File: src/rtl/alu_req_arbiter.sv
// Round-robin arbiter sharing one calculator ALU among NUM_REQ requesters.
// Latency: ack and alu_start one cycle after grant; response 2 + ALU latency cycles after ack (watchdog capped).
// Backpressure: requesters hold req/operands until ack; no new grant is taken until the response returns to IDLE.
module alu_req_arbiter #(
  parameter int NUM_REQ = 4,
  parameter int ID_W    = 2,
  parameter int DATA_W  = 8,
  parameter int TIMEOUT = 16
) (
  input  logic                      clk,
  input  logic                      rst,
  input  logic [NUM_REQ-1:0]        req,
  input  logic [NUM_REQ*DATA_W-1:0] req_a,
  input  logic [NUM_REQ*DATA_W-1:0] req_b,
  input  logic [NUM_REQ*3-1:0]      req_op,
  output logic [NUM_REQ-1:0]        ack,
  output logic                      alu_start,
  output logic [DATA_W-1:0]         alu_a,
  output logic [DATA_W-1:0]         alu_b,
  output logic [2:0]                alu_op,
  input  logic                      alu_done,
  input  logic [DATA_W-1:0]         alu_result,
  output logic                      resp_valid,
  output logic [ID_W-1:0]           resp_id,
  output logic [DATA_W-1:0]         resp_result,
  output logic                      resp_err,
  output logic                      busy
);

  localparam int CNT_W = $clog2(TIMEOUT);
  localparam logic [CNT_W-1:0] CNT_LAST  = CNT_W'(TIMEOUT - 1);
  localparam logic [ID_W-1:0]  LAST_INIT = ID_W'(NUM_REQ - 1);

  typedef enum logic [1:0] {IDLE, ISSUE, WAIT, RESP} state_t;

  state_t              state;
  state_t              state_nxt;
  logic [ID_W-1:0]     last_grant;
  logic [ID_W-1:0]     winner;
  logic [NUM_REQ-1:0]  grant_vec;
  logic                found;
  logic                any_req;
  logic [DATA_W-1:0]   sel_a;
  logic [DATA_W-1:0]   sel_b;
  logic [2:0]          sel_op;
  logic [CNT_W-1:0]    wait_cnt;
  logic                timeout_hit;
  logic                err_q;

  assign any_req     = |req;
  assign timeout_hit = (wait_cnt == CNT_LAST);

  // Round-robin pick: first requester above last_grant, else wrap to the lowest at or below it.
  always_comb begin
    winner    = '0;
    grant_vec = '0;
    found     = 1'b0;
    for (int i = 0; i < NUM_REQ; i++) begin
      if (!found && req[i] && (ID_W'(i) > last_grant)) begin
        winner       = ID_W'(i);
        grant_vec    = '0;
        grant_vec[i] = 1'b1;
        found        = 1'b1;
      end
    end
    for (int i = 0; i < NUM_REQ; i++) begin
      if (!found && req[i] && (ID_W'(i) <= last_grant)) begin
        winner       = ID_W'(i);
        grant_vec    = '0;
        grant_vec[i] = 1'b1;
        found        = 1'b1;
      end
    end
  end

  // Operand mux selecting the winner's slices.
  always_comb begin
    sel_a  = '0;
    sel_b  = '0;
    sel_op = '0;
    for (int i = 0; i < NUM_REQ; i++) begin
      if (winner == ID_W'(i)) begin
        sel_a  = req_a[i*DATA_W +: DATA_W];
        sel_b  = req_b[i*DATA_W +: DATA_W];
        sel_op = req_op[i*3 +: 3];
      end
    end
  end

  // State register.
  always_ff @(posedge clk or posedge rst) begin
    if (rst) begin
      state <= IDLE;
    end else begin
      state <= state_nxt;
    end
  end

  // Next-state logic: done has priority over the watchdog in WAIT.
  always_comb begin
    state_nxt = state;
    case (state)
      IDLE:    if (any_req) state_nxt = ISSUE;
      ISSUE:   state_nxt = WAIT;
      WAIT:    if (alu_done || timeout_hit) state_nxt = RESP;
      RESP:    state_nxt = IDLE;
      default: state_nxt = IDLE;
    endcase
  end

  // Outputs decoded from state; the error flag is only visible with the response strobe.
  always_comb begin
    alu_start  = (state == ISSUE);
    busy       = (state != IDLE);
    resp_valid = (state == RESP);
    resp_err   = (state == RESP) && err_q;
  end

  // Datapath: grant/operand latch, watchdog counter and response capture.
  always_ff @(posedge clk or posedge rst) begin
    if (rst) begin
      last_grant  <= LAST_INIT;
      ack         <= '0;
      alu_a       <= '0;
      alu_b       <= '0;
      alu_op      <= '0;
      resp_id     <= '0;
      resp_result <= '0;
      err_q       <= 1'b0;
      wait_cnt    <= '0;
    end else begin
      ack <= '0;
      case (state)
        IDLE: begin
          if (any_req) begin
            ack        <= grant_vec;
            alu_a      <= sel_a;
            alu_b      <= sel_b;
            alu_op     <= sel_op;
            resp_id    <= winner;
            last_grant <= winner;
          end
        end
        ISSUE: begin
          wait_cnt <= '0;
        end
        WAIT: begin
          if (alu_done) begin
            resp_result <= alu_result;
            err_q       <= 1'b0;
          end else if (timeout_hit) begin
            resp_result <= '1;
            err_q       <= 1'b1;
          end else begin
            wait_cnt <= wait_cnt + CNT_W'(1);
          end
        end
        default: ;
      endcase
    end
  end

endmodule

File: config.mk
export PLATFORM = sky130hd
export DESIGN_NAME = alu_req_arbiter
export DESIGN_NICKNAME = d
export VERILOG_FILES = /design/src/rtl/alu_req_arbiter.sv
export SDC_FILE = /design/constraint.sdc
export NUM_CORES = 1
export LEC_CHECK = 0
export BUFFER_PORTS_ARGS = -buffer_cell sky130_fd_sc_hd__buf_4
export CORE_ASPECT_RATIO = 0.7
export CORE_MARGIN = 10
export CORE_UTILIZATION = 45
export DETAILED_ROUTE_END_ITERATION = 10
export GPL_TIMING_DRIVEN = 0
export PLACE_DENSITY = 0.78
export SLEW_MARGIN = 20
export SYNTH_ARGS = -nofsm -noshare
export SYNTH_HDL_FRONTEND = slang
export SYNTH_SLANG_ARGS = --single-unit
File: constraint.sdc
create_clock -name clk -period 3.9 [get_ports clk]
set_input_delay 0.195 -clock clk [delete_from_list [all_inputs] [get_ports clk]]
set_output_delay 0.195 -clock clk [all_outputs]
set_load 0.02 [all_outputs]
Yosys cells after proc, flatten, opt, wreduce, memory -nomap -nowiden. Cells that the tools add are included.

Multiplexer cells: 46. Reductions and logical operators: 34. $add $sub $neg: 1. Eq/ne operators: 11. Magnitude comparators: 8.

Operators by type and width (count): two-way mux 8 bit (10); two-way mux 4 bit (10); two-way mux 2 bit (9); logical AND 1 bit (16); two-way mux 3 bit (4); two-way mux 1 bit (11); equality test 2 bit (second input constant) (4); != test 2 bit (second input constant) (4); one-hot mux 2 bit (4 select lines) (1); one-hot mux 4 bit (2 select lines) (1); logical NOT 1 bit (7); AND reduction 2 bit (3); nonzero test 2 bit (3); adder 4 x 1 -> 4 bit (second input constant) (1); equality test 2 x 1 -> 1 bit (second input constant) (2); equality test 4 bit (second input constant) (1); greater-than comparator 1 x 2 -> 1 bit (first input constant) (2); greater-than comparator 2 bit (first input constant) (2); <= comparator 1 x 2 -> 1 bit (first input constant) (2); <= comparator 2 bit (first input constant) (2); logical NOT 2 bit (2); OR reduction 4 bit (1); AND reduction 3 bit (1); logical OR 1 bit (1).

Flip-flop bits (word level): 42. Word-level logic and storage cells: 110. Output and inout bits: 37.

Logic depth before layout (Yosys ltp). Gate-level depths: netlist of run 1.

Word-level depth: 36. Depth in mapped cells: 8.

Worst setup path before layout of run 1. No wires, ideal clock.

Path type: register to register. Start: register state[0]. End: register alu_a[5]. Setup slack: 2137 ps. Cell stages (with the launch flop): 8. Library setup time: 66 ps. Data arrival time: 1697 ps. Period minus slack after synthesis: 1763 ps. Buffers on the path: 1. Required time: 3834 ps. Path through: dfrtp_1 > inv_1 > ha_1 > inv_1 > a21oi_1 > clkbuf_1 > o21a_1 > a22o_1.

Longest elaborated chain between the ends: 2.

RTL lines: start: declaration (line 36) `state_t state;`; start signal: assignment (line 95) `state <= state_nxt;`; logical NOT 2 bit (line 133) `case (state)`; AND reduction 2 bit (no line); end signal: assignment (line 137) `alu_a <= sel_a;`; end: declaration (line 18) `output logic [DATA_W-1:0] alu_a,`.

No other way between the ends. A chain may end at the register's enable or synchronous reset.

Worst setup path after layout of run 1.
Start: register state[1]. End: register alu_a[7].

The elaborated chain is that of the path after synthesis.

==> results of run 1 <==
## sequential cells by signal (all words and copies together) (netlist names)
register and count:
alu_a 8, alu_b 8, resp_result 8, ack 4
wait_cnt 4, alu_op 3, last_grant 2, resp_id 2
state 2, err_q 1
## per-stage QoR
step                setup WS, ps  total power (W)
detailed placement          1630          0.00248
floorplan                   2140          0.00186
global placement            1730          0.00243
finish                      1550          0.00276
global route                1460          0.00296
CTS                         1600          0.00278
## area by class of cell
| cell class | count | area share |
|---|---|---|
| plain buffers | 21 | 0.0385 |
| clock buffers | 5 | 0.0181 |
| clock inverters | 3 | 0.00625 |
| inverters | 11 | 0.0109 |
| multi-input cells | 209 | 0.368 |
| flip-flops and latches | 42 | 0.277 |
| well taps | 75 | 0.0247 |
| repair buffers | 127 | 0.257 |
## path summary, 6_finish.rpt
kind / cells after the start / slack, ps / endpoint
hold / removal: 2 / 140 / err_q
min in group asynchronous: 3 / 470 / alu_op[2]
setup reg to reg: 7 / 1550 / alu_a[7]
max in group asynchronous: 4 / 2890 / last_grant[1]
hold reg to reg: 2 / 490 / resp_result[3]
setup / recovery: 7 / 1550 / alu_a[7]
## cell usage in the layout (no fill, tap or decap), types with 2 or more instances in the layout
cell type	n
a22o_1	16
inv_2	2
o21ai_0	27
dfstp_2	2
dfrtp_1	40
buf_6	5
inv_1	9
o221ai_1	10
o2111ai_1	3
o31ai_1	4
o21ai_1	2
a21oi_1	9
nor2_1	21
nor2b_1	8
o22ai_1	2
buf_4	127
clkbuf_1	4
nand2b_1	4
nand2_1	38
o21a_1	14
ha_1	5
clkinvlp_4	2
mux2_2	2
and3_1	2
or2_1	2
buf_2	9
o221ai_2	6
nor3_1	8
o2111ai_2	3
clkbuf_8	5
## critical path: stages, from the launching register on
cell and delay (ps):
dfrtp_1 420, inv_1 110, ha_1 260, inv_1 120, a21oi_1 580, buf_2 340, o221ai_1 140, o31ai_1 260
## metal layers
layer | track usage | routed length [µm]
met1 | 0.235 | 4000
met2 | 0.274 | 4030
met3 | 0.0769 | 922
met4 | 0.0373 | 56
met5 | 0 | 0
## where the power goes
group	leakage (nW)	switching [W]	total, W	internal [W]
clock	0.0408	0.000166	0.000294	0.000128
sequential	0.518	0.000124	0.000766	0.000642
combinational	1.25	0.000948	0.00170	0.000755
total	1.81	0.00124	0.00276	0.00153
## cells by family (layout without fill, tap and decap cells)
group | after synthesis | count (layout) | synth area share
adders and majority gates | 5 | 5 | 0.0237
and+or+nand+nor | 90 | 90 | 0.159
muxes | 4 | 4 | 0.0180
AOI/OAI and AO/OA | 110 | 110 | 0.329
DFF | 42 | 42 | 0.399
buffers and inverters | 32 | 167 | 0.0711
## timing repair
item,CTS,global route
hold buffers,1,0
gates resized for setup,0,0
hold endpoints to repair,17,0
==> impl_metrics.csv, run 1 <==
group,metric,value,unit
status,outcome,"finished, final reports clean",
worst_setup_path,endpoint_kind,"flip-flop",
route,ant_nets,0,
cts,cts_setup_buffers,0,
place,globalplace.congestion,0.860,
global_route,gr-total-overflow,0,
synthesis,ys_ff_latch,42,
place,port_buffers,125,
global_route,grt_pass1_vias,2787,
route,drt_iter0_markers,128,
timing,setup_viol,0,
min_path,hp-start,"alu_done",
place,dp.cells,484,
synthesis,synth_area_leaders,"dfrtp_1, nand2_1, a22o_1",
timing,tightestPinTransition,719,ps
route,drcViolationCount,0,
synthesis,avgSynthCellArea,9.33,µm²
global_route,grt_antenna_before_repair,0,
cts,clkTransAtPathRegs,90,ps
synthesis,synth_top_area_share,0.379,
synthesis,synth.distinct_cells,52,
worst_setup_path,crit_path_start_kind,"flip-flop",
die,start_util,0.463,
synthesis,ys_async_sr_fraction,1.00,
timing,period_share,0.602,
power,peakVddDrop,0.343,mV
synthesis,syn_inst,283,
final_layout,final.fill_count,451,
synthesis,ys.flop_type,"dfrtp_1",
route,vias,2702,
timing,rsz0062_at_grt,"false",
final_layout,utilization,0.667,
timing,fin_skew,12.4,ps
place,dpl_cell_area,3700,µm²
cts,cts_tree,"yes",
timing,hold_slack,144,ps
place,dpl.hpwl,7250,µm
timing,fin_setup_tns,0,ps
final_layout,fin_cells,493,
worst_setup_path,cp_max_fo,10,
final_layout,layout-drive-gt1-share,0.421,
die,rows,23,
cts,h-tree-depth,2,
die,ioPinCount,128,
synthesis,yosysMostFrequentCell,"dfrtp_1",
global_route,grt_first_pass_wirelength,14300,µm
worst_setup_path,path_class,"flip-flop to flip-flop",
worst_setup_path,cp.required,4100,ps
timing,period_minus_slack,2350,ps
final_layout,num_antenna_cells,0,
final_layout,final_nets,513,
flow_run,maxCapViolCount,0,
worst_setup_path,crit_path_start,"state[1]",
synthesis,synth_top_cell_by_area,"dfrtp_1",
global_route,grt_util_all_layers,0.182,
die,dieArea,9380,µm²
synthesis,ys_seq_area_frac,0.399,
timing,slew_violations,0,
route,routedWlPerCell,18.3,µm
synthesis,synth_common_cells,"dfrtp_1, nand2_1, o21ai_0",
cts,clockBufferDepth,2,
synthesis,ys_warn_count,0,
route,dr.pass1.iters,4,
cts,cts-root-buf,"clkbuf_8",
power,power_density,727,nW/µm²
final_layout,syn_to_final_growth,44.0,%
timing,slew_headroom,0.520,
die,die_height,84.1,µm
route,wl,9000,µm
cts,clk_latency,310,ps
final_layout,multi_input_area,1400,µm²
final_layout,finalInstanceArea,3800,µm²
cts,cts.sinks,42,
final_layout,ff_latch_area,1050,µm²
worst_setup_path,arrival,2550,ps
die,die_w,112,µm
cts,numCtsBuffers,5,
timing,hold_violations,0,
route,vias_per_cell,5.48,
worst_setup_path,reg2reg_from,"state[1]",
synthesis,synth_edf_count,0,
synthesis,syn-num-nets,379,
die,fp.coreArea,5700,µm²
min_path,hold_path.class,"input pin to flip-flop",
timing,fmax,426,MHz
power,leakagePower,1.81,nW
synthesis,synth_area,2640,µm²
global_route,grt_max_degree,25,
Power figures use the tool's default switching activity.
==> inputs of run 2 (changes only) <==
--- a/config.mk
+++ b/config.mk
@@ -8,10 +8,10 @@
 export BUFFER_PORTS_ARGS = -buffer_cell sky130_fd_sc_hd__buf_4
 export CORE_ASPECT_RATIO = 0.7
 export CORE_MARGIN = 10
-export CORE_UTILIZATION = 45
+export CORE_UTILIZATION = 42
 export DETAILED_ROUTE_END_ITERATION = 10
 export GPL_TIMING_DRIVEN = 0
-export PLACE_DENSITY = 0.78
+export PLACE_DENSITY = 0.77
 export SLEW_MARGIN = 20
 export SYNTH_ARGS = -nofsm -noshare
 export SYNTH_HDL_FRONTEND = slang
==> constraint.sdc (replaced) <==
create_clock -name clk -period 2 [get_ports clk]
set_input_delay 0.1 -clock clk [delete_from_list [all_inputs] [get_ports clk]]
set_output_delay 0.1 -clock clk [all_outputs]
set_load 0.02 [all_outputs]
==> run 2 against run 1 <==
Combinational power is 100% higher. Non-clock buffer count is 1 higher. Via count is 1.5% higher. Clock power is 97% higher. Clock-buffer cell count stayed put. Critical path depth stayed put. Core utilization is 4.1 points lower. Critical path type unchanged.
==> impl_metrics.csv, run 2 (synthesis gave the netlist of run 1 again) <==
group,metric,value,unit
timing,hold_slack,50.9,ps
final_layout,final.fill_count,518,
timing,slew_violations,0,
final_layout,largest_registers,"alu_a (8), alu_b (8), resp_result (8)",
timing,fin_skew,8.23,ps
final_layout,mostFrequentLayoutCells,"buf_4, dfrtp_1, nand2_1, o21ai_0, nor2_1",
place,dpl_cell_area,3700,µm²
worst_setup_path,path_class,"flip-flop to flip-flop",
route,drcViolationCount,0,
worst_setup_path,crit_path_start_kind,"flip-flop",
power,leakagePower,1.83,nW
die,dieArea,9910,µm²
die,die_height,86.3,µm
power,power,0.00548,W
cts,clkTransAtPathRegs,90,ps
final_layout,multi_input_area,1440,µm²
die,start_util,0.429,
die,die_w,115,µm
cts,cts.sinks,42,
timing,fin_ws,122,ps
global_route,gr-total-overflow,0,
final_layout,finalInstanceArea,3860,µm²
worst_setup_path,cp.required,2180,ps
cts,cts-root-buf,"clkbuf_8",
route,routedWlPerCell,18.2,µm
worst_setup_path,endpoint_kind,"flip-flop",
min_path,hp-start,"alu_done",
die,fp.coreArea,6160,µm²
timing,hold_violations,0,
worst_setup_path,r2r_end,"alu_a[7]",
final_layout,num_antenna_cells,0,
status,outcome,"finished, final reports clean",
timing,period_share,0.939,
worst_setup_path,arrival,2060,ps
place,globalplace.congestion,0.834,
timing,fmax,532,MHz
place,place_ws,-223,ps
min_path,hold_path.class,"input pin to flip-flop",
place,port_buffers,125,
place,dpl.hpwl,7250,µm
global_route,grt_first_pass_wirelength,14100,µm
cts,clockBufferDepth,2,
die,rows,24,
final_layout,final_common_cell,"buf_4",
cts,h-tree-depth,2,
timing,slew_headroom,0.640,
global_route,grt_max_degree,34,
route,wl,9050,µm
route,vias_per_cell,5.52,
timing,tightestPinTransition,538,ps
cts,numCtsBuffers,5,
worst_setup_path,r2r_slack,120,ps
final_layout,layout-drive-gt1-share,0.434,
final_layout,syn_to_final_growth,46.1,%
route,drt_iter0_markers,131,
route,vias,2743,
timing,setup_viol,0,
route,dr.pass1.iters,4,
route,ant_nets,0,
worst_setup_path,reg2reg_from,"last_grant[1]",
global_route,grt_antenna_before_repair,0,
die,ioPinCount,128,
worst_setup_path,r2r_cells,7,
timing,fin_setup_tns,0,ps
cts,cts_tree,"yes",
power,peakVddDrop,0.595,mV
global_route,grt_util_all_layers,0.172,
cts,clk_latency,300,ps
final_layout,final_nets,514,
final_layout,ff_latch_area,1050,µm²
flow_run,maxCapViolCount,0,
power,power_density,1420,nW/µm²
min_path,hold_depth,2,
worst_setup_path,cp_max_fo,10,
global_route,grt_pass1_vias,2778,
timing,period_minus_slack,1880,ps
min_path,min_to,"err_q",
-- run 2: worst max-delay path by stage --
stage	slack (ps)	start	depth (start not counted)	to
3_3_place_gp	-150	state[1]	7	alu_a[2]
2_1_floorplan	240	state[0]	7	alu_a[5]
4_1_cts	10	state[1]	7	alu_a[2]
6_report	120	last_grant[1]	7	alu_a[7]
3_5_place_dp	-220	state[0]	7	alu_op[1]
5_1_grt	-0.7	last_grant[1]	7	alu_a[3]
-- run 2: critical path, stage by stage (launching register included) --
cell	delay, ps
dfstp_2	570
buf_6	140
mux2i_1	280
a2bb2oi_4	220
o21ai_4	120
buf_6	180
nor3_1	160
o31ai_1	100
-- run 2: metal layers --
metal	global-route usage	up-vias	part of all wire	routed length, µm
li1	-	1303	-	-
met2	0.272	108	0.47	4240
met5	0	-	0	0
met1	0.217	1321	0.43	3910
met4	0.0348	0	0.011	99
met3	0.0704	11	0.088	794
-- run 2: power by group --
part,internal [W],leakage [nW],switching (W)
Sequential,0.00125,0.518,0.000239
Combinational,0.00153,1.27,0.00188
Clock,0.000252,0.0447,0.000326
-- run 2: what timing repair did --
item,in CTS,in global routing
buffers inserted,0,1
resized for setup,2,10
pin swaps,0,1
endpoints found under the setup margin,16,25
hold buffers,1,0
hold endpoints to repair,23,0
-- run 2: stage by stage --
stage                     cells   util
final                       497  0.626
after floorplan             283      -
after global routing        497  0.626
after global placement      486  0.597
after detailed placement    487  0.600
after CTS                   496  0.618
-- run 2: final cells by class --
type,instances,area share
tap,78,0.0253
sequential,42,0.273
timing repair buffer,128,0.253
inverter,11,0.0107
buffer,21,0.0402
clock inverter,3,0.00649
clock buffer,5,0.0178
multi-input combinational,209,0.373
